$ cat src/rtl/load_store_unit.sv
// Memory-stage load/store unit: aligns store data and byte enables, extends load data,
// and stalls the pipeline with a req/ack handshake until data memory responds.
`timescale 1ns/1ps

module load_store_unit #(
`ifdef XLEN_64
   parameter int XLEN = 64
`else
   parameter int XLEN = 32
`endif
) (
   input  logic                clk,
   input  logic                reset_n,
   input  logic                req_valid,
   input  logic                req_is_store,
   input  logic [XLEN-1:0]     req_addr,
   input  logic [XLEN-1:0]     req_wdata,
   input  logic [1:0]          req_store_type,
   input  logic [2:0]          req_trunc_type,
   input  logic                flush,
   output logic                stall_m,
   output logic                misaligned,
   output logic                mem_req,
   output logic                mem_we,
   output logic [XLEN-1:0]     mem_addr,
   output logic [XLEN/8-1:0]   mem_be,
   output logic [XLEN-1:0]     mem_wdata,
   input  logic                mem_ack,
   input  logic [XLEN-1:0]     mem_rdata,
   output logic                load_valid,
   output logic [XLEN-1:0]     load_data
);

   localparam int NB   = XLEN / 8;
   localparam int OFFW = $clog2(NB);

   localparam logic [1:0] STORE_BYTE        = 2'd0;
   localparam logic [1:0] STORE_HALF_WORD   = 2'd1;
   localparam logic [1:0] STORE_WORD        = 2'd2;
   localparam logic [1:0] STORE_DOUBLE_WORD = 2'd3;

   localparam logic [2:0] BYTE               = 3'd0;
   localparam logic [2:0] HALF_WORD          = 3'd1;
   localparam logic [2:0] WORD               = 3'd2;
   localparam logic [2:0] BYTE_UNSIGNED      = 3'd3;
   localparam logic [2:0] HALF_WORD_UNSIGNED = 3'd4;
   localparam logic [2:0] WORD_UNSIGNED      = 3'd5;

   typedef enum logic [1:0] {IDLE, WAIT_ACK, DONE} state_e;

   state_e            state_q, state_d;
   logic              squash_q, squash_d;
   logic              mem_we_q, mem_we_d;
   logic [NB-1:0]     mem_be_q, mem_be_d;
   logic [XLEN-1:0]   mem_addr_q, mem_addr_d;
   logic [XLEN-1:0]   mem_wdata_q, mem_wdata_d;
   logic [OFFW-1:0]   off_q, off_d;
   logic [2:0]        trunc_q, trunc_d;
   logic              load_valid_q, load_valid_d;
   logic [XLEN-1:0]   load_data_q, load_data_d;
   logic              misaligned_q, misaligned_d;

   logic [OFFW-1:0]   off;
   logic [1:0]        size;
   logic              fault;
   logic [NB-1:0]     be;
   logic [XLEN-1:0]   rdata_shifted;
   logic [XLEN-1:0]   load_ext;

   assign off = req_addr[OFFW-1:0];

   // Access size as log2(bytes); loads derive it from the truncation type.
   always_comb begin
      size = 2'd0;
      if (req_is_store) begin
         size = req_store_type;
      end else begin
         case (req_trunc_type)
            BYTE, BYTE_UNSIGNED:           size = 2'd0;
            HALF_WORD, HALF_WORD_UNSIGNED: size = 2'd1;
            WORD, WORD_UNSIGNED:           size = 2'd2;
            default:                       size = (XLEN == 64) ? 2'd3 : 2'd2;
         endcase
      end
   end

   always_comb begin
      fault = 1'b0;
      be    = '1;
      case (size)
         2'd0: fault = 1'b0;
         2'd1: fault = off[0];
         2'd2: fault = (off[1:0] != 2'b00);
         default: fault = (XLEN == 32) || (off != '0);
      endcase
      if (req_is_store) begin
         case (req_store_type)
            STORE_BYTE:      be = NB'(1) << off;
            STORE_HALF_WORD: be = NB'(3) << off;
            STORE_WORD:      be = NB'(15) << off;
            default:         be = '1;
         endcase
      end
   end

   always_comb begin
      rdata_shifted = mem_rdata >> {off_q, 3'b000};
      case (trunc_q)
         BYTE:               load_ext = XLEN'($signed(rdata_shifted[7:0]));
         HALF_WORD:          load_ext = XLEN'($signed(rdata_shifted[15:0]));
         WORD:               load_ext = XLEN'($signed(rdata_shifted[31:0]));
         BYTE_UNSIGNED:      load_ext = XLEN'(rdata_shifted[7:0]);
         HALF_WORD_UNSIGNED: load_ext = XLEN'(rdata_shifted[15:0]);
         WORD_UNSIGNED:      load_ext = XLEN'(rdata_shifted[31:0]);
         default:            load_ext = rdata_shifted;
      endcase
   end

   always_comb begin
      state_d      = state_q;
      squash_d     = squash_q;
      mem_we_d     = mem_we_q;
      mem_be_d     = mem_be_q;
      mem_addr_d   = mem_addr_q;
      mem_wdata_d  = mem_wdata_q;
      off_d        = off_q;
      trunc_d      = trunc_q;
      load_valid_d = 1'b0;
      load_data_d  = load_data_q;
      misaligned_d = 1'b0;
      stall_m      = 1'b0;
      case (state_q)
         IDLE: begin
            if (req_valid && !flush) begin
               if (fault) begin
                  misaligned_d = 1'b1;
               end else begin
                  stall_m     = 1'b1;
                  state_d     = WAIT_ACK;
                  squash_d    = 1'b0;
                  mem_we_d    = req_is_store;
                  mem_be_d    = be;
                  mem_addr_d  = {req_addr[XLEN-1:OFFW], OFFW'(0)};
                  mem_wdata_d = req_wdata << {off, 3'b000};
                  off_d       = off;
                  trunc_d     = req_trunc_type;
               end
            end
         end
         WAIT_ACK: begin
            stall_m = 1'b1;
            if (flush) squash_d = 1'b1;
            // A flush arriving with the ack still squashes the result.
            if (mem_ack) begin
               state_d = DONE;
               if (!mem_we_q && !squash_q && !flush) begin
                  load_valid_d = 1'b1;
                  load_data_d  = load_ext;
               end
            end
         end
         DONE: begin
            state_d  = IDLE;
            squash_d = 1'b0;
         end
         default: state_d = IDLE;
      endcase
   end

   always_ff @(posedge clk or negedge reset_n) begin
      if (!reset_n) begin
         state_q      <= IDLE;
         squash_q     <= 1'b0;
         mem_we_q     <= 1'b0;
         mem_be_q     <= '0;
         mem_addr_q   <= '0;
         mem_wdata_q  <= '0;
         off_q        <= '0;
         trunc_q      <= '0;
         load_valid_q <= 1'b0;
         load_data_q  <= '0;
         misaligned_q <= 1'b0;
      end else begin
         state_q      <= state_d;
         squash_q     <= squash_d;
         mem_we_q     <= mem_we_d;
         mem_be_q     <= mem_be_d;
         mem_addr_q   <= mem_addr_d;
         mem_wdata_q  <= mem_wdata_d;
         off_q        <= off_d;
         trunc_q      <= trunc_d;
         load_valid_q <= load_valid_d;
         load_data_q  <= load_data_d;
         misaligned_q <= misaligned_d;
      end
   end

   assign mem_req    = (state_q == WAIT_ACK);
   assign mem_we     = mem_we_q;
   assign mem_be     = mem_be_q;
   assign mem_addr   = mem_addr_q;
   assign mem_wdata  = mem_wdata_q;
   assign load_valid = load_valid_q;
   assign load_data  = load_data_q;
   assign misaligned = misaligned_q;

endmodule

$ cat config.mk
export PLATFORM = sky130hd
export DESIGN_NAME = load_store_unit
export DESIGN_NICKNAME = d
export VERILOG_FILES = /design/src/rtl/load_store_unit.sv
export SDC_FILE = /design/constraint.sdc
export NUM_CORES = 1
export LEC_CHECK = 0
export BUFFER_PORTS_ARGS = -buffer_cell sky130_fd_sc_hd__buf_4
export CORE_UTILIZATION = 44
export DETAILED_ROUTE_END_ITERATION = 6
export PLACE_DENSITY = 0.81
export SLEW_MARGIN = 10
export SYNTH_ARGS = -nofsm -noshare
export SYNTH_HDL_FRONTEND = slang
export SYNTH_SLANG_ARGS = --single-unit
$ cat constraint.sdc
create_clock -name clk -period 1.8 [get_ports clk]
set_input_delay 0.27 -clock clk [delete_from_list [all_inputs] [get_ports clk]]
set_output_delay 0.27 -clock clk [all_outputs]
set_load 0.02 [all_outputs]
# Word-level counts from Yosys, hierarchy flattened
# Cells that the tools add are included.
[word_totals]
register_bits = 109
inputBits = 107
out_inout_bits = 105
word_cells = 75
[classes]
n_eq_ne = 16
n_shift = 5
n_mux = 23
n_bitwise = 1
reduce_logical = 19
[ops]
columns = ["op", "count"]
rows = [
  ["$pmux 32 s4", 1],
  ["$shl 32x5->32", 1],
  ["$shr 32x5->32", 1],
  ["$pmux 4 s3", 1],
  ["$mux 1", 11],
  ["$reduce_and 3->1", 3],
  ["$mux 2", 4],
  ["$pmux 2 s2", 2],
  ["$eq 2x1->1 const B", 3],
  ["$eq 2x2->1 const B", 3],
  ["$eq 3x1->1 const B", 2],
  ["$eq 3x2->1 const B", 2],
  ["$eq 3x3->1 const B", 2],
  ["$logic_not 2->1", 3],
  ["$logic_not 3->1", 2],
  ["$ne 2x2->1 const B", 3],
  ["$pmux 1 s3", 2],
  ["$mux 4", 1],
  ["$reduce_and 4->1", 1],
  ["$reduce_or 2->1", 2],
  ["$shl 1x2->4 const A", 1],
  ["$shl 2x2->4 const A", 1],
  ["$shl 4x2->4 const A", 1],
  ["$logic_and 1x1->1", 3],
  ["other kinds (6)", 8],
]

# Logic depth before layout (Yosys ltp)
[depth]
ltp_word = 9
depth_mapped = 6
ltp_nobuf = 6

# Worst setup path before layout
# No wires, ideal clock.
[synth_path]
path_kind = "flip-flop to flip-flop"
from = "register state_q[1]"
to = "register mem_be_q[2], in the netlist mem_be[2]"
setup_ns = 0.125
t_arrival_ns = 1.679
required_ns = 1.675
path_slack_ns = -0.003
path_stages_with_launch = 5
path_buffers = 1
synth_period_minus_slack_ns = 1.803
path_cell_list = "dfrtp_1 or3_1 a31oi_4 buf_6 mux2_2"
[synth_between]
elab_chain_cells = 2
[synth_lines]
columns = ["item", "line_no", "text"]
rows = [
  ["start, declared", "51", "state_e state_q, state_d;"],
  ["start signal, assigned", "184", "state_q <= state_d;"],
  ["$logic_not 2->1", "132", "case (state_q)"],
  ["$reduce_and 3->1 (no source line)", "-", ""],
  ["end signal, assigned", "187", "mem_be_q <= mem_be_d;"],
  ["end, declared", "54", "logic [NB-1:0] mem_be_q, mem_be_d;"],
]
# No other way between the ends.
# A chain may end at the register's enable or synchronous reset.

# Final worst setup path
[layout_path]
from = "register state_q[1]"
to = "register mem_be_q[0], in the netlist mem_be[0]"
# Same word-level chain as after synthesis.

==> impl_metrics.env <==
export IMPL_hold_path_class="input port to flip-flop"
export IMPL_vias_per_cell=5.44
export IMPL_die_w_um=112
export IMPL_synth_ff_type="dfrtp_1"
export IMPL_r2r_cells=5
export IMPL_htree_levels=3
export IMPL_cp_depth=5
export IMPL_seq_power_share=0.371
export IMPL_vdd_drop_max_mv=0.803
export IMPL_cts_tree="done"
export IMPL_switchingPower_w=0.00399
export IMPL_routed_wl_um=15200
export IMPL_ys_seq_area_frac=0.508
export IMPL_initial_core_util=0.460
export IMPL_rows=39
export IMPL_synth_seq_cells=109
export IMPL_antenna_found_initial=0
export IMPL_hold_path_depth=2
export IMPL_multi_input_area_um2=2400
export IMPL_cp_top_family="simple AND/OR/NAND/NOR gates"
export IMPL_ant_nets=0
export IMPL_critical_path_buf_inv_count=2
export IMPL_place_area_um2=7250
export IMPL_yosys_area_top_type="dfrtp_1"
export IMPL_met2_usage=0.412
export IMPL_critical_path_class="flip-flop to flip-flop"
export IMPL_crit_fanout=12
export IMPL_final_area_um2=7650
export IMPL_syn2layout_area_growth_pct=42.5
export IMPL_gr_usage_met1=0.284
export IMPL_worstMarginPinSlew_ns=0.661
export IMPL_critPathMaxStageDelay_ns=0.41
export IMPL_crit_chain="or3_4, a31oi_4, buf_12, clkbuf_16, mux2_2"
export IMPL_maxSlewHeadroom=0.559
export IMPL_pwr_share_comb=0.461
export IMPL_grt_use_total=0.239
export IMPL_power_density_nw_per_um2=1380
export IMPL_cts_root_buf="clkbuf_16"
export IMPL_finalCritPeriodShare=0.992
export IMPL_arrival_ns=2.01
export IMPL_grt_max_degree=50
export IMPL_slew_violations=0
export IMPL_clkPwrFrac=0.168
export IMPL_insertion_delay_ns=0.34
export IMPL_clkTransAtPathRegs_ns=0.07
export IMPL_cts_sinks=109
export IMPL_synth_distinct_cells=37
export IMPL_dpl_hpwl_um=11300
export IMPL_synth_warnings=0
export IMPL_syn_cell_area_um2=5370
export IMPL_top_usage_layer="met2"
export IMPL_hold_viol=0
export IMPL_status="finished, final reports clean"
export IMPL_drtIter0Drc=277
export IMPL_grt_first_pass_wirelength_um=23800
export IMPL_gp_congestion=0.896
export IMPL_regArea_um2=2730
export IMPL_io_pins=212
export IMPL_synthTopCellsByCount="109 x dfrtp_1, 75 x mux2_2, 51 x nand2_1"
export IMPL_wl_per_cell_um=17.8
export IMPL_finalSetupViolCount=0
export IMPL_synth_area_per_cell_um2=11.3
export IMPL_leakagePower_nw=3.66
export IMPL_p_int_w=0.00659
export IMPL_die_y_um=112
export IMPL_tns_ns=0
export IMPL_max_freq_mhz=560
export IMPL_yosysTopAreaCellShare=0.508
export IMPL_core_area_um2=11700
export IMPL_synth_edf_count=0
export IMPL_switching_share=0.377
export IMPL_antenna_cells=0
export IMPL_nets=816
export IMPL_rsz0062_at_grt="true"
export IMPL_fin_util=0.656
export IMPL_crit_required_ns=2.02
export IMPL_drive_gt1_frac=0.487
export IMPL_cp_slowest_cell="or3_4"
export IMPL_cts_inserted_buffers=9
export IMPL_post_route_min_period_ns=1.79
export IMPL_finClkSkew_ns=0.00502
export IMPL_cap_violations=0
export IMPL_vias=4642
export IMPL_portBuffers=209
export IMPL_cts_path_max_buffers=2
export IMPL_dieArea_um2=12600
export IMPL_drtPass1Iterations=5
export IMPL_syn_inst=477
export IMPL_n_fill_cell=902
export IMPL_drcViolationCount=0
export IMPL_synth_area_leaders="dfrtp_1 51%, mux2_2 16%, mux2i_1 7.5%, nand2_1 3.6%, nor2_1 2.9%"
export IMPL_grt_use_met3=0.0518
export IMPL_cp_end_kind="flip-flop"
export IMPL_overflow=0
export IMPL_first_global_vias=4735
export IMPL_synth_async_reset_ratio=1.00
export IMPL_yosysMostFrequentCell="dfrtp_1"
export IMPL_cp_start_kind="flip-flop"
==> power groups by stage <==
stage	clock, W	combinational, W	sequential [W]
2_1_floorplan	0	0.00163	0.00489
3_3_place_gp	0	0.00472	0.00391
3_5_place_dp	0	0.00485	0.00396
4_1_cts	0.00184	0.00486	0.00393
5_1_grt	0.00191	0.00520	0.00404
6_report	0.00178	0.00488	0.00393
==> placed cells by master, fill, tap and decap left out, types with 2 or more instances in the layout <==
cell type / Yosys / routed
a21o_1: 3 / 3
inv_1: 14 / 14
mux2_2: 75 / 74
o22ai_1: 2 / 2
o21ai_0: 18 / 17
clkbuf_16: 0 / 11
nor2b_1: 13 / 13
buf_4: 4 / 240
buf_12: 0 / 7
a31oi_4: 2 / 2
nand2b_1: 3 / 3
xnor2_1: 2 / 2
conb_1: 1 / 2
clkinvlp_4: 0 / 3
a211oi_1: 9 / 9
nor2_1: 41 / 41
a31oi_1: 17 / 17
dfrtp_1: 109 / 109
nand2_1: 51 / 51
a21oi_1: 19 / 19
ha_1: 2 / 2
mux2_1: 4 / 4
mux2i_1: 40 / 40
o2bb2ai_1: 7 / 7
==> registers in the layout (all words and copies together) (netlist names), 2 cells and up <==
register   flops
mem_be         4
load_data     32
mem_wdata     32
off_q          2
trunc_q        3
state_q        2
mem_addr      30
==> path summary, 6_finish.rpt <==
kind | slack [ns] | end | startpoint
hold / removal | 0.15 | mem_addr[8]$_DFFE_PN0P_ | req_addr[8]
min in group asynchronous | 0.39 | mem_wdata[0]$_DFFE_PN0P_ | reset_n
setup / recovery | 0.01 | mem_be[0]$_DFFE_PN0P_ | state_q[1]$_DFFE_PN0P_
max in group asynchronous | 0.87 | mem_wdata[11]$_DFFE_PN0P_ | reset_n
setup reg to reg | 0.01 | mem_be[0]$_DFFE_PN0P_ | state_q[1]$_DFFE_PN0P_
hold reg to reg | 0.49 | mem_addr[8]$_DFFE_PN0P_ | mem_addr[8]$_DFFE_PN0P_
==> kinds of logic (layout without fill, tap and decap cells) <==
group                      Yosys count  count (layout)  share of synthesized area
AOI/OAI and AO/OA                   80              80                     0.0986
xor gates and xnor gates             2               2                    0.00326
adders and majority gates            2               2                    0.00466
buffers and inverters               47             279                     0.0475
DFF                                109             109                      0.508
muxes                              120             120                      0.244
other                                1               2                   0.000698
and+or+nand+nor                    116             116                     0.0928
==> timing repair <==
item                       CTS  global route
pin swaps                    0             1
setup endpoints to repair   19            93
hold endpoints to repair    23             0
hold buffers                 1             0
gates cloned                 0             3
gates resized for setup      0             5
buffers inserted             0             4
==> final cells by class <==
class,instances,share of cell area
Inverter,14,0.00687
Multi-Input combinational cell,322,0.314
Tap cell,143,0.0234
Sequential cell,109,0.357
Clock inverter,4,0.00360
Timing Repair Buffer,251,0.265
Clock buffer,10,0.0299
==> stage by stage <==
stage | total power [W] | setup slack (ns) | hold slack (ns) | cells
global placement | 0.00864 | -0.0967 | 0.221 | 831
floorplan | 0.00652 | 0.0184 | -0.0256 | 478
finish | 0.0106 | 0.0142 | 0.146 | 853
CTS | 0.0106 | -0.0225 | 0.133 | 846
detailed placement | 0.00881 | -0.132 | 0.218 | 831
global route | 0.0112 | -0.0247 | 0.148 | 853
==> metal layers <==
| layer | vias up | wire length, um |
|---|---|---|
| met5 | - | 0 |
| met3 | 36 | 1000 |
| li1 | 2119 | - |
| met2 | 222 | 7700 |
| met1 | 2265 | 6040 |
| met4 | 0 | 446 |
(Power assumes the default switching activity.)
